`config.mk`:
```
export PLATFORM = sky130hd
export DESIGN_NAME = ex_muldiv_unit_flat
export DESIGN_NICKNAME = d
export VERILOG_FILES = /design/src/rtl/muldiv_pkg.sv /design/src/rtl/ex_muldiv_unit_if.sv /design/src/rtl/ex_muldiv_unit.sv /design/src/flat_wrapper.sv
export SDC_FILE = /design/constraint.sdc
export NUM_CORES = 1
export LEC_CHECK = 0
export BUFFER_PORTS_ARGS = -buffer_cell sky130_fd_sc_hd__buf_4
export CORE_MARGIN = 2
export CORE_UTILIZATION = 35
export CTS_BUF_LIST = sky130_fd_sc_hd__clkbuf_4 sky130_fd_sc_hd__clkbuf_8
export DETAILED_ROUTE_END_ITERATION = 8
export PLACE_DENSITY = 0.57
export SLEW_MARGIN = 20
export SYNTH_ARGS = -nofsm -noshare
export SYNTH_HDL_FRONTEND = slang
export SYNTH_SLANG_ARGS = --single-unit
```
`constraint.sdc`:
```
create_clock -name clk -period 3.75 [get_ports clk]
set_input_delay 0.1875 -clock clk [delete_from_list [all_inputs] [get_ports clk]]
set_output_delay 0.1875 -clock clk [all_outputs]
set_load 0.01 [all_outputs]
```
`src/rtl/muldiv_pkg.sv`:
```
// Shared types for the EX-stage iterative multiply/divide unit.
package muldiv_pkg;
   localparam int XLEN = 32;

   typedef enum logic [1:0] {
      OP_MULT  = 2'b00,
      OP_MULTU = 2'b01,
      OP_DIV   = 2'b10,
      OP_DIVU  = 2'b11
   } muldiv_op_t;

   typedef enum logic [1:0] {
      IDLE,
      PREP,
      RUN,
      FIX
   } muldiv_state_t;
endpackage

```
`src/rtl/ex_muldiv_unit_if.sv`:
```
// ID/EX-side request and HI/LO result bundle for the mul/div unit.
interface ex_muldiv_unit_if #(parameter int XLEN = muldiv_pkg::XLEN);
   import muldiv_pkg::*;

   logic            start;
   muldiv_op_t      op;
   logic [XLEN-1:0] a;
   logic [XLEN-1:0] b;
   logic            hilo_read;
   logic            flush;
   logic            busy;
   logic            stall;
   logic            done;
   logic [XLEN-1:0] hi;
   logic [XLEN-1:0] lo;

   modport master (
      output start, op, a, b, hilo_read, flush,
      input  busy, stall, done, hi, lo
   );

   modport slave (
      input  start, op, a, b, hilo_read, flush,
      output busy, stall, done, hi, lo
   );
endinterface

```
`src/rtl/ex_muldiv_unit.sv`:
```
// Iterative MIPS MULT/MULTU/DIV/DIVU unit owning HI/LO; one shift-add or
// restoring shift-subtract step per cycle, sign fix-up on the way out.
module ex_muldiv_unit #(
   parameter int XLEN = muldiv_pkg::XLEN
) (
   input  logic             clk,
   input  logic             rst,
   ex_muldiv_unit_if.slave  bus
);
   import muldiv_pkg::*;

   localparam int            CW   = $clog2(XLEN);
   localparam logic [CW-1:0] LAST = CW'(XLEN - 1);

   muldiv_state_t     state;
   muldiv_op_t        op_q;
   logic [XLEN-1:0]   a_q;
   logic [XLEN-1:0]   mag_b;
   logic [2*XLEN-1:0] acc;
   logic [CW-1:0]     count;
   logic              sign_q;
   logic              sign_r;
   logic              done_q;
   logic [XLEN-1:0]   hi_q;
   logic [XLEN-1:0]   lo_q;

   logic              is_div;
   logic              is_signed;
   logic              busy;
   logic [XLEN-1:0]   mag_a;
   logic [XLEN:0]     mul_sum;
   logic [2*XLEN-1:0] mul_next;
   logic [XLEN:0]     div_upper;
   logic              div_ok;
   logic [XLEN-1:0]   div_rem;
   logic [2*XLEN-1:0] div_next;
   logic [XLEN-1:0]   quot;
   logic [XLEN-1:0]   rem;

   assign is_div    = op_q[1];
   assign is_signed = ~op_q[0];
   assign busy      = (state != IDLE);
   assign mag_a     = (is_signed && a_q[XLEN-1]) ? -a_q : a_q;

   // Multiply: acc = {partial product, remaining multiplier bits}.
   assign mul_sum  = {1'b0, acc[2*XLEN-1:XLEN]}
                   + {1'b0, (acc[0] ? mag_b : {XLEN{1'b0}})};
   assign mul_next = {mul_sum, acc[XLEN-1:1]};

   // Divide: acc = {partial remainder, dividend bits / quotient bits}.
   // The shifted remainder needs XLEN+1 bits; after a successful subtract
   // the result is below mag_b, so the low XLEN bits of the difference suffice.
   assign div_upper = acc[2*XLEN-1:XLEN-1];
   assign div_ok    = (div_upper >= {1'b0, mag_b});
   assign div_rem   = div_upper[XLEN-1:0] - mag_b;
   assign div_next  = div_ok ? {div_rem, acc[XLEN-2:0], 1'b1}
                             : {div_upper[XLEN-1:0], acc[XLEN-2:0], 1'b0};

   assign quot = acc[XLEN-1:0];
   assign rem  = acc[2*XLEN-1:XLEN];

   always_ff @(posedge clk or negedge rst) begin
      if (!rst) begin
         state  <= IDLE;
         op_q   <= OP_MULT;
         a_q    <= '0;
         mag_b  <= '0;
         acc    <= '0;
         count  <= '0;
         sign_q <= 1'b0;
         sign_r <= 1'b0;
         done_q <= 1'b0;
         hi_q   <= '0;
         lo_q   <= '0;
      end else begin
         done_q <= 1'b0;
         if (bus.flush) begin
            state <= IDLE;
         end else begin
            case (state)
               IDLE: begin
                  if (bus.start) begin
                     op_q  <= bus.op;
                     a_q   <= bus.a;
                     mag_b <= bus.b;
                     state <= PREP;
                  end
               end
               PREP: begin
                  // mag_b still holds raw b here, so its sign bit is b's sign.
                  sign_q <= is_signed & (a_q[XLEN-1] ^ mag_b[XLEN-1]);
                  sign_r <= is_signed & a_q[XLEN-1];
                  mag_b  <= (is_signed && mag_b[XLEN-1]) ? -mag_b : mag_b;
                  acc    <= {{XLEN{1'b0}}, mag_a};
                  count  <= '0;
                  state  <= RUN;
               end
               RUN: begin
                  acc   <= is_div ? div_next : mul_next;
                  count <= count + 1'b1;
                  if (count == LAST) state <= FIX;
               end
               FIX: begin
                  if (!is_div) begin
                     {hi_q, lo_q} <= sign_q ? -acc : acc;
                  end else if (mag_b == '0) begin
                     lo_q <= '1;
                     hi_q <= a_q;
                  end else begin
                     lo_q <= sign_q ? -quot : quot;
                     hi_q <= sign_r ? -rem : rem;
                  end
                  done_q <= 1'b1;
                  state  <= IDLE;
               end
               default: state <= IDLE;
            endcase
         end
      end
   end

   assign bus.busy  = busy;
   assign bus.stall = busy & (bus.start | bus.hilo_read);
   assign bus.done  = done_q;
   assign bus.hi    = hi_q;
   assign bus.lo    = lo_q;
endmodule

```
`src/flat_wrapper.sv`:
```
// flat-port wrapper written by rule: the top's interface ports become plain ports
module ex_muldiv_unit_flat import muldiv_pkg::*;
#(
   parameter int XLEN = muldiv_pkg::XLEN
)
  (clk, rst, bus_start, bus_op, bus_a, bus_b, bus_hilo_read, bus_flush, bus_busy, bus_stall, bus_done, bus_hi, bus_lo);
  ex_muldiv_unit_if #(.XLEN(XLEN)) bus_i ();
  input  logic clk;
  input  logic rst;
  input wire logic [$bits(bus_i.start)-1:0] bus_start;
  input wire logic [$bits(bus_i.op)-1:0] bus_op;
  input wire logic [$bits(bus_i.a)-1:0] bus_a;
  input wire logic [$bits(bus_i.b)-1:0] bus_b;
  input wire logic [$bits(bus_i.hilo_read)-1:0] bus_hilo_read;
  input wire logic [$bits(bus_i.flush)-1:0] bus_flush;
  output wire logic [$bits(bus_i.busy)-1:0] bus_busy;
  output wire logic [$bits(bus_i.stall)-1:0] bus_stall;
  output wire logic [$bits(bus_i.done)-1:0] bus_done;
  output wire logic [$bits(bus_i.hi)-1:0] bus_hi;
  output wire logic [$bits(bus_i.lo)-1:0] bus_lo;
  assign bus_i.start = bus_start;
  assign bus_i.op = bus_op;
  assign bus_i.a = bus_a;
  assign bus_i.b = bus_b;
  assign bus_i.hilo_read = bus_hilo_read;
  assign bus_i.flush = bus_flush;
  assign bus_busy = bus_i.busy;
  assign bus_stall = bus_i.stall;
  assign bus_done = bus_i.done;
  assign bus_hi = bus_i.hi;
  assign bus_lo = bus_i.lo;
  ex_muldiv_unit #(.XLEN(XLEN)) u_core (.clk(clk), .rst(rst), .bus(bus_i));
endmodule
```
==> out/metrics.cfg, run 1 <==
[power_and_ir_drop]
swShare_pct=48.7
p_per_area_mw_per_mm2=806
combPwrFrac_pct=56.4
power_leakage_nw=9.16
p_sw_mw=7.83
p_seq_share_pct=28.3
power_frac_clock_pct=15.3
internal_power_mw=8.25
peakVddDrop_mv=0.382

[sta]
final.setup.tns_ps=0
rsz0062_at_grt=false
drv_slew=0
fin_hold_ws_ps=189
slew_headroom_pct=33.8
fin_skew_ps=30.9
hold_viol=0
timing_worst_slew_pin_value_ps=989
fin_crit_ps=3530
fmax_mhz=283
fin_crit_sh_pct=94.1
finalSetupViolCount=0

[logic_synthesis]
synth.distinct_cells=75
yosys.area.top_type_share_pct=31.2
ys_seq_elements=204
synthArstFlopShare_pct=100
synth.area.top_cells=dfrtp_1, o21ai_0, nand2_1, ha_1, xnor2_1
synth_edf_count=0
ys_seq_area_share_pct=31.2
synth_top_area_cell=dfrtp_1
avgSynthCellArea_sq_um=7.98
netlist_instances=2051
synth_ff_type=dfrtp_1
syn_nets=2199
yosysWarnings=0
synth_area_sq_mm=0.0164

[clocking]
cts_tree=built
insertion_delay_ps=640
clk_path_buf_depth=3
h-tree-depth=2
root_buffer=clkbuf_8
cts_buffers=41
cts_setup_buffers=0
cts_sinks=204
cts.clk_slew.worst_paths_ps=70

[worst_setup_path]
rr_worst_depth=11
startpoint_type=flop
path_depth=11
critPathCaptureType=flop
cp-startpoint=u_core.acc[35]
path_class=reg -> reg
required_ps=4250
r2r-start=u_core.acc[35]
critical_path_buf_inv_count=1
path_max_fanout=16
crit_family=compound AO/OA/AOI/OAI gates
cp-endpoint=u_core.acc[57]
rr_endpoint=u_core.acc[57]
slowest_stage=dfrtp_1
crit_chain=ha_1, nand3_1, o21bai_1, a211o_1, a21oi_1, o21ai_0, o211ai_1, buf_4, mux2i_1, nor2_1, a221o_1
r2r_slack_ps=220
arrival_ps=4030
max_stage_delay_ps=430

[route]
vias=16039
viasPerCell=5.56
firstDrtPassIters=5
ant_nets=0
wl_per_cell_um=19.9
wirelength_um=57400
drt_iter0_drc=1279
drc=0

[run]
cap_violations=0

[placed_design]
gp_congestion=1.01
dp_cells=2746
dp_hpwl_um=43100
place_area_sq_mm=0.0184
io_buffers=137

[run_status]
outcome=completed

[floorplanning]
core_sq_mm=0.0464
die_area_sq_mm=0.0485
ioPinCount=138
die_h_um=220
num_rows=79
start_util_pct=35.3
fp.dieW_um=220

[global_routing]
grt_pass1_vias=15328
grt_usage_pct=23.5
grt_overflow=0
antenna_found_initial=0
grt_max_degree=100
grt_pass1_wl_um=87700

[finish]
finalInstanceArea_sq_mm=0.0200
nFillCells=4657
nets=2399
drive_gt1_share_pct=16.5
mostFrequentLayoutCells=nand2_1, o21ai_0, buf_4, dfrtp_1, nor2_1
final_common_cell=nand2_1
layout.cells.non_filler=2886
area_delta_synth_final_pct=21.9
n_antenna_cell=0

[worst_hold_path]
hold_class=in -> async

-- Yosys cell counts (9+ instances only) --
cell type and instances:
nand2_1 293, o21ai_0 244, dfrtp_1 204, nor2_1 147, a21oi_1 139, clkbuf_1 124, xnor2_1 98, ha_1 75
xor2_1 75, mux2i_1 66, inv_1 64, mux2_2 38, nand3_1 38, a21o_1 37, nor3_1 32, o31ai_1 27
a211oi_1 23, or3_1 23, a22oi_1 19, a31oi_1 19, o22ai_1 17, nand2b_1 16, nand4_1 16, or4_1 13
and3_1 12, nor2b_1 12, buf_1 11, nor4_1 11, o21bai_1 11, o211ai_1 10, o21a_1 10, a22o_1 9
o21ai_1 9
-- per-layer routing --
layer	vias up	GRT usage (%)	wire, um	part of all wire (%)
met1	7700	30.7	25000	44
met3	108	4.11	3420	5.9
met2	536	38.1	26500	46
met4	0	10.1	2440	4.2
met5	-	0	0	0
li1	7695	-	-	-
-- final cells by class --
cell class	count	area [sq um]	share of cell area, %
flip-flops and latches	204	5110	25.6
clock inverters	11	88.8	0.445
inverters	65	244	1.22
clock buffers	60	776	3.89
well taps	607	759	3.81
repair buffers	299	2460	12.3
multi-input cells	1640	10500	52.7
-- timing repair --
item | in CTS | in global routing
setup endpoints to repair | 0 | 9
endpoints found under the hold margin | 165 | 0
resized for setup | 0 | 7
hold buffers | 69 | 0
-- cells by family (layout without fill, tap and decap cells) --
kind of cell,after synthesis,after routing,share of synthesized area (%)
AND/OR/NAND/NOR,658,658,18.9
AO/OA/AOI/OAI,628,628,23.2
buffers and inverters,207,435,4.91
flip-flops,204,204,31.2
XOR/XNOR,173,173,9.26
multiplexers,104,104,6.65
adder cells (fa/ha/maj),77,77,5.98
-- state kept, by name, indices dropped and copies added (netlist names) --
signal / count
u_core.op_q: 2
u_core.sign_q: 1
u_core.bus.hi: 32
u_core.acc: 64
u_core.count: 5
u_core.state: 2
u_core.mag_b: 32
u_core.bus.lo: 32
u_core.sign_r: 1
u_core.bus.done: 1
u_core.a_q: 32
-- power groups by stage --
| stage | Sequential [mW] | Combinational, mW | Clock (mW) |
|---|---|---|---|
| 2_1_floorplan | 3.99 | 6.24 | 0 |
| 3_3_place_gp | 4.53 | 8.81 | 0 |
| 3_5_place_dp | 4.56 | 8.92 | 0 |
| 4_1_cts | 4.54 | 9.02 | 2.54 |
| 5_1_grt | 4.69 | 9.99 | 2.63 |
| 6_report | 4.55 | 9.06 | 2.47 |
-- metrics by stage --
step | setup slack (ps) | power [mW] | util [%]
3_5_place_dp | 177 | 13.5 | 39.6
5_1_grt | 5.94 | 17.3 | 43.0
4_1_cts | 142 | 16.1 | 43.0
6_report | 220 | 16.1 | 43.0
2_1_floorplan | 431 | 10.2 | -
3_3_place_gp | 131 | 13.3 | 39.6
-- worst min-delay path by stage --
stage / from / to / slack, ps / depth (start not counted)
2_1_floorplan: rst / u_core.a_q[0] / -110 / 0
3_3_place_gp: rst / u_core.bus.lo[10] / 360 / 1
3_5_place_dp: rst / u_core.bus.lo[10] / 360 / 1
4_1_cts: rst / u_core.bus.lo[10] / 220 / 2
5_1_grt: rst / u_core.bus.lo[15] / 270 / 2
6_report: rst / u_core.bus.lo[10] / 190 / 2
No activity file was read; power rests on OpenSTA's default activity.
==> inputs of run 2 (changes only) <==
CORE_MARGIN = 4   (was 2)
==> run 2 against run 1 <==
Sequential cell count stayed put; global-route usage fell by 2.3 points; clock power grew 6%; critical path depth rose by 1; critical path type unchanged; cell area is 0.19% higher; clock skew is 7.4 ps lower.
==> out/metrics.cfg, run 2 (synthesis gave the netlist of run 1 again) <==
[clocking]
root_buffer=clkbuf_8
cts_sinks=204  ; unchanged
cts_buffers=41  ; unchanged
insertion_delay_ps=630  ; about the same
h-tree-depth=2  ; unchanged
cts_tree=built
cts.clk_slew.worst_paths_ps=60  ; about the same
clk_path_buf_depth=3  ; unchanged

[sta]
slew_headroom_pct=28.6  ; -5.3 points
final.setup.tns_ps=0  ; unchanged
fin_crit_sh_pct=96.4  ; +2.2 points
fmax_mhz=277  ; -2.3%
drv_slew=0  ; unchanged
hold_viol=0  ; unchanged
fin_skew_ps=23.6  ; -7.35 ps
timing_worst_slew_pin_value_ps=1070  ; +80.0 ps
finalSetupViolCount=0  ; unchanged
fin_ws_ps=137  ; -82.8 ps
rsz0062_at_grt=false
fin_hold_ws_ps=211  ; +21.6 ps
fin_crit_ps=3610  ; +82.8 ps

[finish]
drive_gt1_share_pct=16.6  ; +0.037 points
nets=2398  ; -0.042%
largest_reg_flops=64  ; unchanged
final_common_cell=nand2_1
area_delta_synth_final_pct=22.1
mostFrequentLayoutCells=nand2_1, o21ai_0, buf_4, dfrtp_1, nor2_1
fin_util_pct=43.7  ; +0.64 points
layout.cells.non_filler=2880  ; -0.21%
finalInstanceArea_sq_mm=0.0200  ; +0.19%
largest-register=u_core.acc
n_antenna_cell=0  ; unchanged

[power_and_ir_drop]
p_total_mw=16.1  ; about the same
peakVddDrop_mv=0.352  ; -7.9%
p_per_area_mw_per_mm2=804  ; -0.27%
power_leakage_nw=9.18  ; +0.30%

[global_routing]
antenna_found_initial=0  ; unchanged
grt_usage_pct=21.2  ; -2.3 points
grt_overflow=0  ; unchanged
grt_max_degree=92  ; -8.0%
grt_pass1_vias=15446  ; +0.77%
grt_pass1_wl_um=86500  ; -1.4%

[floorplanning]
fp.dieW_um=224  ; +1.8%
start_util_pct=35.8  ; +0.45 points
core_sq_mm=0.0458  ; -1.3%
num_rows=78  ; -1.3%
die_area_sq_mm=0.0503  ; +3.7%
ioPinCount=138  ; unchanged
die_h_um=224  ; +1.8%

[route]
firstDrtPassIters=5  ; unchanged
vias=15856  ; -1.1%
ant_nets=0  ; unchanged
wl_per_cell_um=18.9  ; -4.9%
viasPerCell=5.51  ; -0.94%
drt_iter0_drc=1110  ; -13%
wirelength_um=54500  ; -5.1%
drc=0  ; unchanged

[placed_design]
place_area_sq_mm=0.0183  ; -0.12%
gp_congestion=0.958  ; -4.8%
place_ws_ps=63.0  ; -114 ps
dp_hpwl_um=40500  ; -6.0%
io_buffers=137  ; unchanged
dp_cells=2737  ; -0.33%

[worst_setup_path]
path_max_fanout=23  ; +7
startpoint_type=flop
critPathCaptureType=flop
required_ps=4250  ; about the same
arrival_ps=4110  ; +80 ps
path_class=reg -> reg

[run]
cap_violations=0  ; unchanged

[worst_hold_path]
hold_class=in -> async

[run_status]
outcome=completed

-- run 2: worst paths after layout --
check                                 start           endpoint  slack [ps]  cells past startpoint
max                         u_core.mag_b[3]     u_core.acc[41]         140                     12
min                                     rst  u_core.bus.lo[14]         210                      2
max reg2reg                 u_core.mag_b[3]     u_core.acc[41]         140                     12
min reg2reg                u_core.bus.lo[5]   u_core.bus.lo[5]         470                      2
max in group asynchronous               rst   u_core.mag_b[21]        2360                      3
min in group clk                  bus_flush    u_core.state[1]         340                      3
-- run 2: critical path, stage by stage (launching register included) --
cell and delay (ps):
dfrtp_1 420, inv_1 130, ha_1 420, nand3_1 130, o21bai_1 220, a211o_1 320
a21oi_1 280, o21ai_0 320, o211ai_1 390, buf_12 250, mux2i_1 270, mux2i_1 110
a22o_1 220
-- run 2: power breakdown --
part / total, mW / internal (mW) / switching, mW
clock: 2.63 / 1.52 / 1.11
sequential: 4.51 / 3.10 / 1.41
combinational: 8.93 / 3.80 / 5.12
-- run 2: cell type report --
class                           instances  area [sq um]
Clock buffer                           60           763
Clock inverter                         13           150
Tap cell                              600           751
Sequential cell                       204          5110
Fill cell                            4556         25800
Inverter                               65           244
Multi-Input combinational cell       1640         10500
Timing Repair Buffer                  298          2460
-- run 2: what timing repair did --
| action | in CTS | in global routing |
|---|---|---|
| endpoints found under the setup margin | 0 | 37 |
| gates resized for setup | 0 | 7 |
| hold buffers | 69 | 0 |
| setup buffers | 0 | 1 |
| endpoints found under the hold margin | 158 | 0 |
-- run 2: layer usage --
layer	GRT usage (%)	up-vias	wire [um]
met5	0	-	0
met4	5.61	0	1400
met3	3.32	81	3210
met2	34.0	461	24800
met1	29.9	7602	25100
li1	-	7712	-
